<file path="src/rtl/program_counter_if.sv">
// Request/result bundle between the fetch control logic and the program counter.
// The master side drives the requests and the jump target; the slave side returns the count and its flags.
interface program_counter_if #(
   parameter int WIDTH = 16
);
   logic [WIDTH-1:0] i_in;
   logic             i_load;
   logic             i_inc;
   logic             i_clr;
   logic [WIDTH-1:0] o_out;
   logic             o_wrap;
   logic             o_jumped;

   modport master (
      output i_in, i_load, i_inc, i_clr,
      input  o_out, o_wrap, o_jumped
   );

   modport slave (
      input  i_in, i_load, i_inc, i_clr,
      output o_out, o_wrap, o_jumped
   );
endinterface

</file>
<file path="src/rtl/program_counter.sv">
// Program counter with clr > load > inc > hold priority; one-cycle latency, all outputs registered.
// No backpressure: a request is acted on at the edge where it is sampled.
module pc_incrementer #(
   parameter int WIDTH = 16
) (
   input  logic [WIDTH-1:0] i_a,
   output logic [WIDTH-1:0] o_sum,
   output logic             o_carry
);
   assign {o_carry, o_sum} = {1'b0, i_a} + {{WIDTH{1'b0}}, 1'b1};
endmodule

module program_counter #(
   parameter int               WIDTH        = 16,
   parameter logic [WIDTH-1:0] RESET_VECTOR = '0
) (
   input logic               clk,
   input logic               rst,
   program_counter_if.slave  pc
);
   logic [WIDTH-1:0] r_out;
   logic             r_wrap;
   logic             r_jumped;

   logic [WIDTH-1:0] w_inc_val;
   logic             w_carry;
   logic [WIDTH-1:0] w_next;
   logic             w_wrap_next;
   logic             w_jumped_next;

   pc_incrementer #(.WIDTH(WIDTH)) u_inc (
      .i_a     (r_out),
      .o_sum   (w_inc_val),
      .o_carry (w_carry)
   );

   // The adder carry is exactly the all-ones rollover condition.
   always_comb begin
      w_next        = r_out;
      w_wrap_next   = 1'b0;
      w_jumped_next = 1'b0;
      if (pc.i_clr) begin
         w_next = RESET_VECTOR;
      end else if (pc.i_load) begin
         w_next        = pc.i_in;
         w_jumped_next = 1'b1;
      end else if (pc.i_inc) begin
         w_next      = w_inc_val;
         w_wrap_next = w_carry;
      end
   end

   always_ff @(posedge clk or posedge rst) begin
      if (rst) begin
         r_out    <= RESET_VECTOR;
         r_wrap   <= 1'b0;
         r_jumped <= 1'b0;
      end else begin
         r_out    <= w_next;
         r_wrap   <= w_wrap_next;
         r_jumped <= w_jumped_next;
      end
   end

   assign pc.o_out    = r_out;
   assign pc.o_wrap   = r_wrap;
   assign pc.o_jumped = r_jumped;
endmodule

</file>
<file path="src/flat_wrapper.sv">
// flat-port wrapper written by rule: the top's interface ports become plain ports
module program_counter_flat 
#(
   parameter int               WIDTH        = 16,
   parameter logic [WIDTH-1:0] RESET_VECTOR = '0
)
  (clk, rst, pc_i_in, pc_i_load, pc_i_inc, pc_i_clr, pc_o_out, pc_o_wrap, pc_o_jumped);
  program_counter_if #(.WIDTH(WIDTH)) pc_i ();
  input logic clk;
  input logic rst;
  input wire logic [$bits(pc_i.i_in)-1:0] pc_i_in;
  input wire logic [$bits(pc_i.i_load)-1:0] pc_i_load;
  input wire logic [$bits(pc_i.i_inc)-1:0] pc_i_inc;
  input wire logic [$bits(pc_i.i_clr)-1:0] pc_i_clr;
  output wire logic [$bits(pc_i.o_out)-1:0] pc_o_out;
  output wire logic [$bits(pc_i.o_wrap)-1:0] pc_o_wrap;
  output wire logic [$bits(pc_i.o_jumped)-1:0] pc_o_jumped;
  assign pc_i.i_in = pc_i_in;
  assign pc_i.i_load = pc_i_load;
  assign pc_i.i_inc = pc_i_inc;
  assign pc_i.i_clr = pc_i_clr;
  assign pc_o_out = pc_i.o_out;
  assign pc_o_wrap = pc_i.o_wrap;
  assign pc_o_jumped = pc_i.o_jumped;
  program_counter #(.WIDTH(WIDTH), .RESET_VECTOR(RESET_VECTOR)) u_core (.clk(clk), .rst(rst), .pc(pc_i));
endmodule
</file>
<file path="config.mk">
export PLATFORM = sky130hd
export DESIGN_NAME = program_counter_flat
export DESIGN_NICKNAME = d
export VERILOG_FILES = /design/src/rtl/program_counter_if.sv /design/src/rtl/program_counter.sv /design/src/flat_wrapper.sv
export SDC_FILE = /design/constraint.sdc
export NUM_CORES = 1
export LEC_CHECK = 0
export BUFFER_PORTS_ARGS = -buffer_cell sky130_fd_sc_hd__buf_2
export CORE_MARGIN = 1.5
export CORE_UTILIZATION = 47
export CTS_BUF_LIST = sky130_fd_sc_hd__clkbuf_4 sky130_fd_sc_hd__clkbuf_8
export CTS_CLUSTER_SIZE = 10
export DETAILED_ROUTE_END_ITERATION = 10
export GPL_ROUTABILITY_DRIVEN = 0
export PLACE_DENSITY = 0.77
export SLEW_MARGIN = 5
export SYNTH_ARGS = -nofsm -noshare
export SYNTH_HDL_FRONTEND = slang
export SYNTH_HIERARCHICAL = 1
export SYNTH_SLANG_ARGS = --single-unit
</file>
<file path="constraint.sdc">
create_clock -name clk -period 1.5 [get_ports clk]
set_input_delay 0.15 -clock clk [delete_from_list [all_inputs] [get_ports clk]]
set_output_delay 0.15 -clock clk [all_outputs]
set_load 0.03 [all_outputs]
</file>
==> results.tsv <==
stage	metric	value	unit
synth	synth_ff_type	dfrtp_1	
sta	tns	-90.38	ps
finish	drive_gt1_frac	0.5200	
grt	grt_pass1_wl	5023	um
sta	hold_viol_final	0	
clocking	clk_latency	310	ps
run	drv_cap	0	
synth	synth_edf_count	0	
synth	yosys-top-cells-area	dfrtp_1 (37%), mux2i_1 (13%), a211oi_1 (8.5%), nor2b_1 (8.1%), xor2_1 (7.1%)	
detailed_routing	drt_iter0_drc	15	
synth	ys_top_cells_by_count	dfrtp_1 (18), mux2i_1 (16), nor2b_1 (16)	
synth	ys_ff_latch	18	
worst_setup_path	crit_chain	nand4_4, nor4_4, xor2_1, mux2i_1, a211oi_1	
finish	post_layout_nonfiller_instances	205	
sta	worst_slew_pin_slew	501.3	ps
grt	grt_max_degree	19	
worst_setup_path	slowest_delay	450	ps
worst_setup_path	crit_path_end_kind	register	
synth	syn_area	1234	um^2
worst_setup_path	critical_path_depth	5	
finish	fillers	204	
die	die_x	54.24	um
worst_setup_path	regToRegEndpoint	u_core/pc.o_out[15]$_DFFE_PP0P_	
sta	finalMaxSlewViolations	0	
finish	diodes	0	
worst_hold_path	hold_end	u_core/pc.o_out[3]$_DFFE_PP0P_	
detailed_routing	drcViolationCount	0	
worst_setup_path	path_max_fanout	5	
finish	final_nets	198	
pwr	clockPowerShare	0.241	
synth	ys_async_sr_fraction	1.000	
clocking	cts-root-buf	clkbuf_4	
worst_hold_path	worstHoldStart	pc_i_in[3]	
worst_hold_path	min_delay_path_depth	3	
finish	fin_util	0.6884	
sta	fin_crit_sh	1.027	
synth	yosys.area.top_type_share	0.3651	
synth	synthesis.nets	143	
clocking	cts_buffer_depth	2	
die	io_pins	39	
pwr	swShare	0.3517	
worst_setup_path	ff2ff_path_depth	5	
grt	grt_usage	0.2455	
worst_hold_path	worstHoldPathType	in2reg	
pwr	p_leak	0.8473	nW
worst_setup_path	worstPathArrival	1770	ps
clocking	cts_tree	built	
worst_setup_path	cp-start-kind	register	
pwr	power.density	719.1	nW/um^2
sta	setup_viol	4	
grt	gr-total-overflow	0	
die	core-area	2477	um^2
placed_design	place_area	1560	um^2
worst_setup_path	crit_slowest_cell	dfrtp_2	
detailed_routing	antenna_left	0	
detailed_routing	dr.pass1.iters	4	
synth	seq_area_frac_synth	0.3651	
sta	finClkSkew	2.945	ps
outcome	outcome	finished, violations left	
pwr	seq_power_share	0.462	
finish	multi_input_area	818.3	um^2
pwr	power_switching	431.3	uW
die	rows	18	
die	start_util	0.4980	
synth	synth.most_common_cell	dfrtp_1	
placed_design	port_buffers	38	
grt	grt_pass1_vias	1035	
grt	antenna_found_initial	0	
placed_design	dpl.hpwl	2212	um
worst_setup_path	critPathBufInv	0	
finish	synthToLayoutAreaGrowth	38.24	%
worst_setup_path	path_class	reg2reg	
detailed_routing	vias	1135	
clocking	clock-sinks	18	
sta	fin_crit	1541	ps
clocking	cts_made_buffers	3	
pwr	comb_power_share	0.297	
worst_setup_path	r2r_start	u_core/pc.o_out[4]$_DFFE_PP0P_	
die	die_area	2941	um^2
sta	fmax	648.8	MHz
worst_setup_path	crit_family	simple AND/OR/NAND/NOR gates	
outcome	failed_checks	setup timing	
worst_setup_path	r2r_setup_slack	-40	ps
clocking	clk_pin_slew	110	ps
worst_setup_path	critPathRequiredTime	1730	ps
placed_design	dp.cells	195	
sta	rsz0062_at_grt	yes	
synth	yosys_warnings	6	
detailed_routing	vias_per_cell	5.537	
pwr	vdd_ir_drop_max	654.0	uV
clocking	htreeDepth	1	
synth	netlist_instances	121	
finish	final_area	1705	um^2
synth	avgSynthCellArea	10.20	um^2
detailed_routing	drt_wl_total	3361	um
detailed_routing	wl_per_cell	16.40	um
finish	seq_area	469.2	um^2
die	die-height	54.24	um
pwr	internal_power	795.0	uW
sta	setup_ws	-41.20	ps
synth	ys_types	24	
sta	slew_headroom	0.6658	
synth	yosys.area.top_type	dfrtp_1	
==> per-layer routing <==
layer	track usage	vias up	wire, um
li1	-	538	-
met1	0.3087	556	1444
met2	0.4277	33	1736
met3	0.03279	8	120
met4	0.08750	0	60
met5	0	-	0
==> power groups by stage <==
stage                     Sequential (mW)  Combinational, mW  Clock, mW
after global placement              0.568              0.335          0
after CTS                           0.562              0.355      0.304
after detailed placement            0.570              0.344          0
after floorplan                     0.649              0.141          0
after global routing                0.571              0.393      0.317
final                               0.567              0.364      0.296
==> timing repair <==
action | 4_1_cts | 5_1_grt
gates resized for setup | 2 | 9
endpoints found under the setup margin | 6 | 11
setup buffers | 4 | 1
pin swaps | 6 | 7
endpoints found under the hold margin | 18 | 0
hold buffers | 1 | 0
==> cells in the final DEF (no fill, tap or decap), types with 2 or more instances in the layout <==
| cell | n |
|---|---|
| nor2b_1 | 16 |
| nor3_4 | 2 |
| xor2_1 | 10 |
| nor2_1 | 5 |
| buf_2 | 38 |
| clkbuf_4 | 4 |
| nor4_4 | 2 |
| inv_1 | 4 |
| nand2_1 | 5 |
| a211oi_2 | 2 |
| nor3_2 | 2 |
| nand3_1 | 3 |
| nand4_4 | 3 |
| buf_4 | 16 |
| a211oi_1 | 14 |
| mux2i_1 | 16 |
| dfrtp_1 | 3 |
| dfrtp_2 | 15 |
| xnor2_1 | 4 |
==> worst register-to-register path: stages, from the launching register on <==
cell and delay (ps):
dfrtp_2 450, nand4_4 190, nor4_4 320, xor2_1 190, mux2i_1 100, a211oi_1 210
==> layout make-up <==
class | instances | share of cell area
tap | 30 | 0.02201
multi-input combinational | 92 | 0.4798
sequential | 18 | 0.2751
timing repair buffer | 56 | 0.1944
inverter | 5 | 0.01101
clock buffer | 4 | 0.01761
==> how the worst max path moves through the flow <==
| stage | slack, ps | to | start |
|---|---|---|---|
| after detailed placement | -50 | u_core/pc.o_out[11]$_DFFE_PP0P_ | u_core/pc.o_out[1]$_DFFE_PP0P_ |
| after CTS | -20 | u_core/pc.o_out[12]$_DFFE_PP0P_ | u_core/pc.o_out[0]$_DFFE_PP0P_ |
| after global placement | 9 | u_core/pc.o_out[12]$_DFFE_PP0P_ | u_core/pc.o_out[1]$_DFFE_PP0P_ |
| final | -40 | u_core/pc.o_out[15]$_DFFE_PP0P_ | u_core/pc.o_out[4]$_DFFE_PP0P_ |
| after floorplan | -30 | u_core/pc.o_out[14]$_DFFE_PP0P_ | u_core/pc.o_out[0]$_DFFE_PP0P_ |
| after global routing | -100 | u_core/pc.o_out[13]$_DFFE_PP0P_ | u_core/pc.o_out[4]$_DFFE_PP0P_ |
==> per-stage QoR <==
step                      worst slack [ps]  total power, mW  hold WS [ps]
after CTS                           -24.33            1.221         97.25
final                               -41.20            1.226         105.5
after global placement               8.668           0.9024         180.6
after detailed placement            -46.47           0.9137         186.7
after global routing                -103.4            1.281         116.9
after floorplan                     -25.24           0.7905         87.54
==> registers in the layout, indices dropped and copies added (netlist names) <==
| signal | flops |
|---|---|
| u_core/pc.o_jumped | 1 |
| u_core/pc.o_out | 16 |
| u_core/pc.o_wrap | 1 |
==> kinds of logic (layout without fill, tap and decap cells) <==
| group | count (synthesis) | count (layout) | synth area share |
|---|---|---|---|
| and+or+nand+nor | 45 | 45 | 0.2343 |
| DFF | 18 | 18 | 0.3651 |
| AOI/OAI and AO/OA | 16 | 16 | 0.1055 |
| muxes | 16 | 16 | 0.1298 |
| xor gates and xnor gates | 14 | 14 | 0.09939 |
| buffers and inverters | 11 | 65 | 0.05577 |
| adders and majority gates | 1 | 1 | 0.01014 |
Note: power is estimated with default switching activity, not from simulation.
